## config.mk

```make
export PLATFORM = sky130hd
export DESIGN_NAME = mem_port_arbiter
export DESIGN_NICKNAME = d
export VERILOG_FILES = /design/src/rtl/mem_port_arbiter.sv
export SDC_FILE = /design/constraint.sdc
export NUM_CORES = 1
export LEC_CHECK = 0
export CAP_MARGIN = 5
export CELL_PAD_IN_SITES_DETAIL_PLACEMENT = 1
export CELL_PAD_IN_SITES_GLOBAL_PLACEMENT = 1
export CORE_MARGIN = 2
export CORE_UTILIZATION = 18
export DETAILED_ROUTE_END_ITERATION = 12
export PLACE_DENSITY = 0.83
export RECOVER_POWER = 25
export SYNTH_ARGS = -nofsm -noshare
export SYNTH_HDL_FRONTEND = slang
export SYNTH_SLANG_ARGS = --single-unit
```

## constraint.sdc

```tcl
create_clock -name clk -period 1.54 [get_ports clk]
set_input_delay 0.385 -clock clk [delete_from_list [all_inputs] [get_ports clk]]
set_output_delay 0.385 -clock clk [all_outputs]
set_load 0.03 [all_outputs]
```

## src/rtl/mem_port_arbiter.sv

```systemverilog
// mem_port_arbiter: shares one data-memory port between instruction fetch and
// load/store. One access in flight at a time: grant in IDLE, register the
// memory command for a single ISSUE cycle, count out the fixed latency in
// WAIT, then hand mem_rdata (or a store ack) back to the requester that owns
// the access. A saturating starvation counter lets fetch win after
// STARVE_LIMIT consecutive contested data grants.
module mem_port_arbiter #(
    parameter int DATA_WIDTH   = 32,
    parameter int ADDR_WIDTH   = 32,
    parameter int MEM_LATENCY  = 2,
    parameter int STARVE_LIMIT = 4
) (
    input  logic                  clk,
    input  logic                  rst,
    input  logic                  if_req,
    input  logic [ADDR_WIDTH-1:0] if_addr,
    output logic                  if_gnt,
    output logic                  if_rvalid,
    output logic [DATA_WIDTH-1:0] if_rdata,
    input  logic                  d_req,
    input  logic                  d_we,
    input  logic [ADDR_WIDTH-1:0] d_addr,
    input  logic [DATA_WIDTH-1:0] d_wdata,
    output logic                  d_gnt,
    output logic                  d_rvalid,
    output logic [DATA_WIDTH-1:0] d_rdata,
    output logic                  mem_en,
    output logic                  mem_we,
    output logic [ADDR_WIDTH-1:0] mem_addr,
    output logic [DATA_WIDTH-1:0] mem_wdata,
    input  logic [DATA_WIDTH-1:0] mem_rdata
);

    localparam logic [1:0] ST_IDLE  = 2'd0;
    localparam logic [1:0] ST_ISSUE = 2'd1;
    localparam logic [1:0] ST_WAIT  = 2'd2;

    localparam int LAT_W = (MEM_LATENCY > 1) ? $clog2(MEM_LATENCY) : 1;
    localparam int STV_W = $clog2(STARVE_LIMIT + 1);
    localparam logic [LAT_W-1:0] LAT_LOAD  = LAT_W'(MEM_LATENCY - 1);
    localparam logic [STV_W-1:0] STV_LIMIT = STV_W'(STARVE_LIMIT);

    logic [1:0]            state_reg, state_next;
    logic                  owner_reg;          // 1 = load/store owns the access
    logic [LAT_W-1:0]      lat_cnt_reg;
    logic [STV_W-1:0]      starve_cnt_reg;
    logic                  mem_en_reg, mem_we_reg;
    logic [ADDR_WIDTH-1:0] mem_addr_reg;
    logic [DATA_WIDTH-1:0] mem_wdata_reg;

    logic starved, idle_ok, if_gnt_int, d_gnt_int, done;

    // Grant decision: data has priority unless fetch has been starved.
    always_comb begin
        starved    = (starve_cnt_reg == STV_LIMIT);
        idle_ok    = !rst && (state_reg == ST_IDLE);
        if_gnt_int = idle_ok && if_req && (!d_req || starved);
        d_gnt_int  = idle_ok && d_req && !(if_req && starved);
        done       = !rst && (state_reg == ST_WAIT) && (lat_cnt_reg == '0);
    end

    // Next-state logic for the IDLE -> ISSUE -> WAIT sequence.
    always_comb begin
        state_next = state_reg;
        case (state_reg)
            ST_IDLE:  if (if_gnt_int || d_gnt_int) state_next = ST_ISSUE;
            ST_ISSUE: state_next = ST_WAIT;
            ST_WAIT:  if (lat_cnt_reg == '0) state_next = ST_IDLE;
            default:  state_next = ST_IDLE;
        endcase
    end

    // State, latched command, latency and starvation counters.
    always_ff @(posedge clk) begin
        if (rst) begin
            state_reg      <= ST_IDLE;
            owner_reg      <= 1'b0;
            lat_cnt_reg    <= '0;
            starve_cnt_reg <= '0;
            mem_en_reg     <= 1'b0;
            mem_we_reg     <= 1'b0;
            mem_addr_reg   <= '0;
            mem_wdata_reg  <= '0;
        end else begin
            state_reg <= state_next;

            // The command registers double as the payload latch; they only
            // carry a value during the single ISSUE cycle.
            mem_en_reg    <= if_gnt_int || d_gnt_int;
            mem_we_reg    <= d_gnt_int && d_we;
            mem_addr_reg  <= if_gnt_int ? if_addr : (d_gnt_int ? d_addr : '0);
            mem_wdata_reg <= d_gnt_int ? d_wdata : '0;

            if (if_gnt_int || d_gnt_int) owner_reg <= d_gnt_int;

            if (state_reg == ST_ISSUE)
                lat_cnt_reg <= LAT_LOAD;
            else if (state_reg == ST_WAIT && lat_cnt_reg != '0)
                lat_cnt_reg <= lat_cnt_reg - 1'b1;

            if (if_gnt_int)
                starve_cnt_reg <= '0;
            else if (d_gnt_int && if_req && !starved)
                starve_cnt_reg <= starve_cnt_reg + 1'b1;
        end
    end

    assign if_gnt    = if_gnt_int;
    assign d_gnt     = d_gnt_int;
    assign if_rvalid = done && !owner_reg;
    assign d_rvalid  = done && owner_reg;
    assign if_rdata  = if_rvalid ? mem_rdata : '0;
    assign d_rdata   = d_rvalid ? mem_rdata : '0;
    assign mem_en    = mem_en_reg;
    assign mem_we    = mem_we_reg;
    assign mem_addr  = mem_addr_reg;
    assign mem_wdata = mem_wdata_reg;

endmodule
```

---- Yosys cells after proc, flatten, opt, wreduce, memory -nomap -nowiden ----
Cells that the tools add are included.
word-level totals
  register bits after elaboration ......... 73
  input bits .............................. 133
  output and inout port bits .............. 134
  logic and storage cells ................. 52
operators by class
  add/subtract/negate cells ............... 2
  equal/unequal tests ..................... 5
  muxes and demuxes ....................... 9
  bitwise operators ....................... 2
  reductions and logical operators ........ 26
operators with widths
  cell                                                              number
  32-bit 2-to-1 mux                                                 4
  1-bit logical AND                                                 14
  2-bit one-hot mux with 3 select lines                             1
  1-bit zero test                                                   5
  2-bit 2-to-1 mux                                                  2
  2-bit OR reduction                                                2
  3-bit by 1-bit adder with 3-bit output (second input constant)    1
  3-bit == test (second input constant)                             1
  2-bit by 1-bit == test with 1-bit output (second input constant)  1
  2-bit == test (second input constant)                             1
  2-bit zero test                                                   1
  1-bit logical OR                                                  2
  1-bit 2-to-1 mux                                                  2
  2-bit by 1-bit != test with 1-bit output (second input constant)  1
  2-bit != test (second input constant)                             1
  1-bit NOT                                                         2
  2-bit AND reduction                                               1
  2-bit nonzero test                                                1
  1-bit subtractor (second input constant)                          1

---- Longest topological paths before layout ----
Gate-level depths: netlist of run 1.
  word-level depth ........................ 7
  depth in mapped cells ................... 7
  depth with buffers taken out ............ 5

---- Worst setup path before layout of run 1 ----
OpenSTA, ideal clock, no wires.
  path type ............................... input to output
  from .................................... in rst
  to ...................................... out d_rdata[12]
  arrival time ............................ 1.700 ns
  data required time ...................... 1.155 ns
  slack ................................... -0.545 ns
  stages .................................. 4
  path buffers ............................ 2
  cell sequence ........................... buf_6 nor4b_2 clkbuf_1 and2_1
between the ends
  word-level cells in the longest chain between the ends .. 5
ends and longest elaborated chain
  item                            RTL line  source
  start: declaration              14        input logic rst,
  1-bit zero test                 59        done = !rst && (state_reg == ST_WAIT) && (lat_cnt_reg == '0);
  1-bit logical AND (2 in a row)  59
  1-bit logical AND               111       assign d_rvalid = done && owner_reg;
  net d_rvalid                    25        output logic d_rvalid,
  32-bit 2-to-1 mux               113       assign d_rdata = d_rvalid ? mem_rdata : '0;
  end: declaration                26        output logic [DATA_WIDTH-1:0] d_rdata,
The timed path passes the listed nets, and every way through them passes these cells.

---- Final worst setup path of run 1 ----
  from .................................... reg state_reg[0]
  to ...................................... out if_gnt
between the ends
  word-level cells in the longest chain between the ends .. 4
ends and longest elaborated chain
  item                            RTL line  source
  start: declaration              43        logic [1:0] state_reg, state_next;
  start signal: assignment        85        state_reg <= state_next;
  2-bit zero test                 56        idle_ok = !rst && (state_reg == ST_IDLE);
  1-bit logical AND               56
  1-bit logical AND (2 in a row)  57        if_gnt_int = idle_ok && if_req && (!d_req || starved);
  end: declaration                17        output logic if_gnt,
No other way between the ends.

==> metrics, run 1 <==
CP endpoint kind output pin; multiplexer area fraction after synthesis 0; Critical Path RT 1.15 ns; DR vias around 3,600; adder-cell share of the synthesized area 0.00861; Final Util 0.429; critical path cell sequence buf_4, buf_6, or4b_4, nor2b_4, buf_12; period utilization 1.38; initial antenna violation count 0; std cell rows between 40 and 50; crit path capture if_gnt; largest family of logic cells by synthesized area simple AND/OR/NAND/NOR gates; XOR/XNOR share of the synthesized area 0; Hold Vio Cnt, Final 0; max cap viols 0; final slew viol count 0; fillers approximately 1,800; H-tree levels 3; P_leak around 3.1 nW; CP startpoint state_reg[0]; Total Routing Usage GR 0.160; Sequential cell area 1470 um^2; area grow syn2layout 134%; design area about 6800 um^2; DR pass1 iterations 4; largest net degree at the start of global routing 34; Initial DRC Count ~130; Syn Inst Count approximately 330; register area share after synthesis 0.503; layout cell share with drive strength beyond 1 0.324; worst-margin pin slew ~0.36 ns; Yosys reg bits 73; first-pass GRT wire length slightly above 20 mm; clock root buffer clkbuf_16; pwr dens 808 nW/um^2; Core Region about 16,000 um^2; Routed WL 15.2 mm; YS warnings 0; Peak supply drop a little under 500 uV; depth of the most critical reg-to-reg path 7; RSZ-0062 raised after global routing yes; relative slew slack 0.761; Min Hold Slack ~0.54 ns; Final min period ~2.1 ns; Antenna diodes 0; deepest clock path buffer count 2; Die ar. ~17,000 um^2; reg2reg setup slack -0.32 ns; r2r startpoint state_reg[0]; Distinct cells, synth 24; Worst Path Max Fanout 4; Max Fclk 472 MHz; dpl hpwl around 11 mm; arrival time at the worst endpoint around 1.7 ns; Synth Area in Compound Gates 0.0706; CP top delay family simple AND/OR/NAND/NOR gates; drt wl/cell roughly 18 um; RD Place Congestion roughly 0.74; Critical Path Source Type flip-flop; Die H about 130 um; die width about 130 um; clock sink count between 70 and 80; CP max stage cell or4b_4; CTS tree built; Clock Latency Late Sink 0.34 ns; synthesized net count 468; crit path kind flip-flop to output pin; nets@finish between 700 and 800; clk slew on worst S/H paths about 0.060 ns; DRC viols 0; # port buffers 266; status finished with violations; via/cell ratio 4.28; fin worst setup slack -0.581 ns; slowest cell delay on critical path around 0.51 ns; Initial Util 0.184; final setup violation count between 70 and 80; hold crit path type primary input to flip-flop; Fin Clk Skew 0.00537 ns; Final ANT Viol Nets 0; failing checks negative setup slack; Worst path depth 5; Mapped Area 2910 um^2; Placed Area a little under 6000 um^2; Multi-input gate area between 1500 and 2000 um^2; Avg Inst Size Synth 8.73 um^2; simple-gate area share of the yosys netlist 0.372; FF-to-FF End starve_cnt_reg[1]; CP Buf/Inv Count 3; CTS buffer count 9; vias in the first global route 3,786; GR Overflow Total 0; IO Pins around 270
## synth_stat cells
cell	number	area share
and3_1	1	0.0022
nor4b_2	1	0.0052
dfxtp_1	73	0.50
buf_6	1	0.0039
a21oi_1	38	0.065
nand2_1	4	0.0052
a21bo_2	1	0.0034
nand2b_1	2	0.0043
inv_1	3	0.0039
ha_1	2	0.0086
nor2_1	4	0.0052
and2_1	97	0.21
nor3_1	1	0.0017
o21ai_0	1	0.0017
clkbuf_1	24	0.031
buf_2	3	0.0052
or4b_4	1	0.0047
nand3_1	65	0.11
nor4_2	1	0.0043
nand3b_1	1	0.0026
nor2b_1	2	0.0043
or3_1	4	0.0086
nor3b_1	1	0.0026
buf_1	2	0.0026
## worst min path at each step
| stage | startpoint | to | slack, ns | cells after the start |
|---|---|---|---|---|
| floorplan | starve_cnt_reg[1] | starve_cnt_reg[1] | 0.45 | 2 |
| global placement | starve_cnt_reg[2] | starve_cnt_reg[2] | 0.51 | 2 |
| detailed placement | state_reg[1] | state_reg[1] | 0.53 | 2 |
| CTS | rst | state_reg[1] | 0.49 | 3 |
| global route | rst | state_reg[1] | 0.57 | 3 |
| finish | rst | state_reg[1] | 0.54 | 3 |
## power by group
| part | switching (mW) | internal (mW) | total (mW) |
|---|---|---|---|
| logic | 0.568 | 0.618 | 1.19 |
| clock network | 0.857 | 1.42 | 2.28 |
| registers | 0.0388 | 1.99 | 2.03 |
| total | 1.46 | 4.03 | 5.49 |
## tightest hold or removal path, stage by stage
cell	delay [ns]
dlygate4sd2_1	0.24
buf_6	0.16
a21oi_1	0.05
## layout make-up
cell class,instances,area share
inverter,3,0.00166
timing repair buffer,305,0.469
tap,216,0.0398
multi-input combinational,227,0.227
sequential,73,0.216
clock inverter,6,0.0133
clock buffer,10,0.0337
## stage by stage
step / setup TNS, ns / power [mW] / setup WS, ns / cells
finish: -36.53 / 5.49 / -0.581 / 840
floorplan: -5.55 / 2.54 / -0.107 / 333
global placement: -69.12 / 3.18 / -0.612 / 805
detailed placement: -72.23 / 3.22 / -0.651 / 805
global route: -43.17 / 5.72 / -0.652 / 840
CTS: -36.31 / 5.52 / -0.571 / 831
## placed cells by master, fill, tap and decap left out, drive strengths merged, types with 2 or more instances in the layout
cell type,count
nand2,4
ha,2
bufinv,2
nor2b,2
nand2b,2
nor2,4
clkdlybuf4s50,130
dlygate4sd2,67
or3,4
nand3,65
clkinv,2
a21oi,38
buf,103
dfxtp,73
clkbuf,14
and2,97
inv,4
## per-layer routing
| layer | vias up | GRT usage | routed length [um] | part of all wire |
|---|---|---|---|---|
| met4 | 0 | 0.0695 | 367 | 0.024 |
| met3 | 27 | 0.0568 | 1390 | 0.091 |
| li1 | 1668 | - | - | - |
| met2 | 188 | 0.311 | 8450 | 0.56 |
| met1 | 1708 | 0.149 | 4960 | 0.33 |
| met5 | - | 0 | 0 | 0 |
## cells by family after synthesis
logic type / count (synthesis)
AND/OR/NAND/NOR: 185
flip-flops: 73
AO/OA/AOI/OAI: 40
buffers and inverters: 33
adder cells (fa/ha/maj): 2
## what timing repair did
action,CTS,global route
resized for setup,168,25
setup buffers,7,5
hold buffers,0,0
pin swaps,17,2
setup endpoints to repair,178,105
gates cloned,3,5
hold endpoints to repair,0,0
Note: power is estimated with default switching activity, not from simulation.
==> run 2, diff against run 1 <==
CTS_CLUSTER_DIAMETER = 80   (was default)
MAX_ROUTING_LAYER = met4   (was default)
==> run 2 against run 1 <==
Net effect:
- routed wire length rose by 0.16%
- clock skew rose by 0.0023 ns
- critical path type unchanged
- combinational power barely moved
- design area barely moved
- worst hold slack got worse by 0.0015 ns
- the flow still finishes with violations (negative setup slack)
==> metrics, run 2 (synthesis gave the netlist of run 1 again) <==
Critical Path RT 1.15 ns (about the same); depth of the most critical reg-to-reg path 7 (unchanged); dpl hpwl 10.8 mm (unchanged); most frequent cells in the layout clkdlybuf4s50_1, buf_6, dfxtp_1; CP endpoint kind output pin; initial antenna violation count 0 (unchanged); # port buffers 266 (unchanged); fin worst setup slack -0.585 ns (-0.00409 ns); clock sink count 73 (unchanged); pwr dens 810 nW/um^2 (+0.17%); Cells on Worst Hold Path 3 (unchanged); RD Place Congestion 0.754 (+1.3%); design area 6800 um^2 (about the same); relative slew slack 0.761 (about the same); Sequential cell area 1470 um^2 (unchanged); GR Overflow Total 0 (unchanged); Initial Util 0.184 (unchanged); IO Pins 267 (unchanged); nets@finish 754 (unchanged); DRC viols 0 (unchanged); status finished with violations; fillers 1,777 (+0.11%); CTS tree built; Total Routing Usage GR 0.164 (+0.00443); DR vias 3,573 (-0.50%); CTS buffer count 9 (unchanged); hold crit path type primary input to flip-flop; vias in the first global route 3,810 (+0.63%); final setup violation count 72 (+1.4%); DR pass1 iterations 4 (unchanged); drt wl/cell 18.1 um (+0.16%); Placed Area 5920 um^2 (unchanged); worst-margin pin slew 0.360 ns (-0.000945 ns); deepest clock path buffer count 2 (unchanged); Critical Path Source Type flip-flop; die width 131 um (unchanged); largest net degree at the start of global routing 34 (unchanged); Final min period 2.12 ns (+0.00409 ns); layout cell share with drive strength beyond 1 0.325 (+0.00160); Multi-input gate area 1550 um^2 (+0.16%); Antenna diodes 0 (unchanged); Die ar. 17,200 um^2 (unchanged); Clock Latency Late Sink 0.34 ns (about the same); period utilization 1.38 (+0.00266); clock root buffer clkbuf_16; RSZ-0062 raised after global routing yes; Peak supply drop 482 uV (-0.11%); first-pass GRT wire length 20.5 mm (-0.34%); P_leak 3.06 nW (about the same); std cell rows 46 (unchanged); Fin Clk Skew 0.00767 ns (+0.00230 ns); H-tree levels 3 (unchanged); via/cell ratio 4.25 (-0.50%); arrival time at the worst endpoint 1.74 ns (about the same); Final ANT Viol Nets 0 (unchanged); Min Hold Slack 0.539 ns (-0.00151 ns); max cap viols 0 (unchanged); Hold Vio Cnt, Final 0 (unchanged); most common cell after layout, fill and taps aside clkdlybuf4s50_1; worst slack, placed -0.651 ns (unchanged); total negative slack -36.70 ns (-0.163 ns); Core Region 15,800 um^2 (unchanged); Final Util 0.430 (about the same); Max Fclk 471 MHz (-0.19%); Die H 131 um (unchanged); failing checks negative setup slack; clk slew on worst S/H paths 0.06 ns (about the same); Worst Path Max Fanout 4 (unchanged); final slew viol count 0 (unchanged); Routed WL 15.2 mm (+0.16%); area grow syn2layout 134% (about the same); crit path kind flip-flop to output pin; Initial DRC Count 103 (-22%)
==> run 2: cell count changes in the layout (fill, tap and decap cells not counted) <==
cell / change
and2_1: -1
and2_4: +1
==> run 2: through the flow <==
stage                     power (mW)  instances
after floorplan                 2.54        333
after global placement          3.18        805
after detailed placement        3.22        805
after CTS                       5.52        831
after global routing            5.72        840
final                           5.51        840
==> run 2: where the power goes <==
group          internal, mW  switching, mW
registers              1.99         0.0394
logic                 0.619          0.569
clock network          1.42          0.864
total                  4.03           1.47
==> run 2: final timing paths <==
| path | slack [ns] | to | start |
|---|---|---|---|
| setup / recovery | -0.58 | d_rdata[15] | state_reg[0] |
| hold / removal | 0.54 | state_reg[1] | rst |
| setup reg to reg | -0.32 | starve_cnt_reg[1] | state_reg[0] |
| hold reg to reg | 0.58 | state_reg[1] | state_reg[1] |
==> run 2: cell type report <==
class / count / area share
flip-flops and latches: 73 / 0.216
repair buffers: 305 / 0.468
clock inverters: 6 / 0.0132
multi-input cells: 227 / 0.227
inverters: 3 / 0.00166
well taps: 216 / 0.0397
clock buffers: 10 / 0.0337
==> run 2: what timing repair did <==
item,4_1_cts,5_1_grt
pin swaps,17,2
gates resized for setup,168,27
setup buffers,7,6
setup endpoints to repair,178,106
cloned,3,4
hold buffers,0,0
==> run 2: metal layers <==
metal,track usage,vias to the layer above,part of all wire
met1,0.156,1693,0.34
li1,-,1669,-
met2,0.310,179,0.55
met4,0.0807,0,0.028
met3,0.0386,32,0.075
met5,-,-,0
==> run 2: critical path, cell delays in order, from the launching register on <==
cell,delay (ns)
dfxtp_4,0.34
nand2b_4,0.15
nor4b_4,0.23
buf_4,0.18
buf_6,0.11
clkbuf_16,0.12
and2_4,0.13
buf_6,0.12
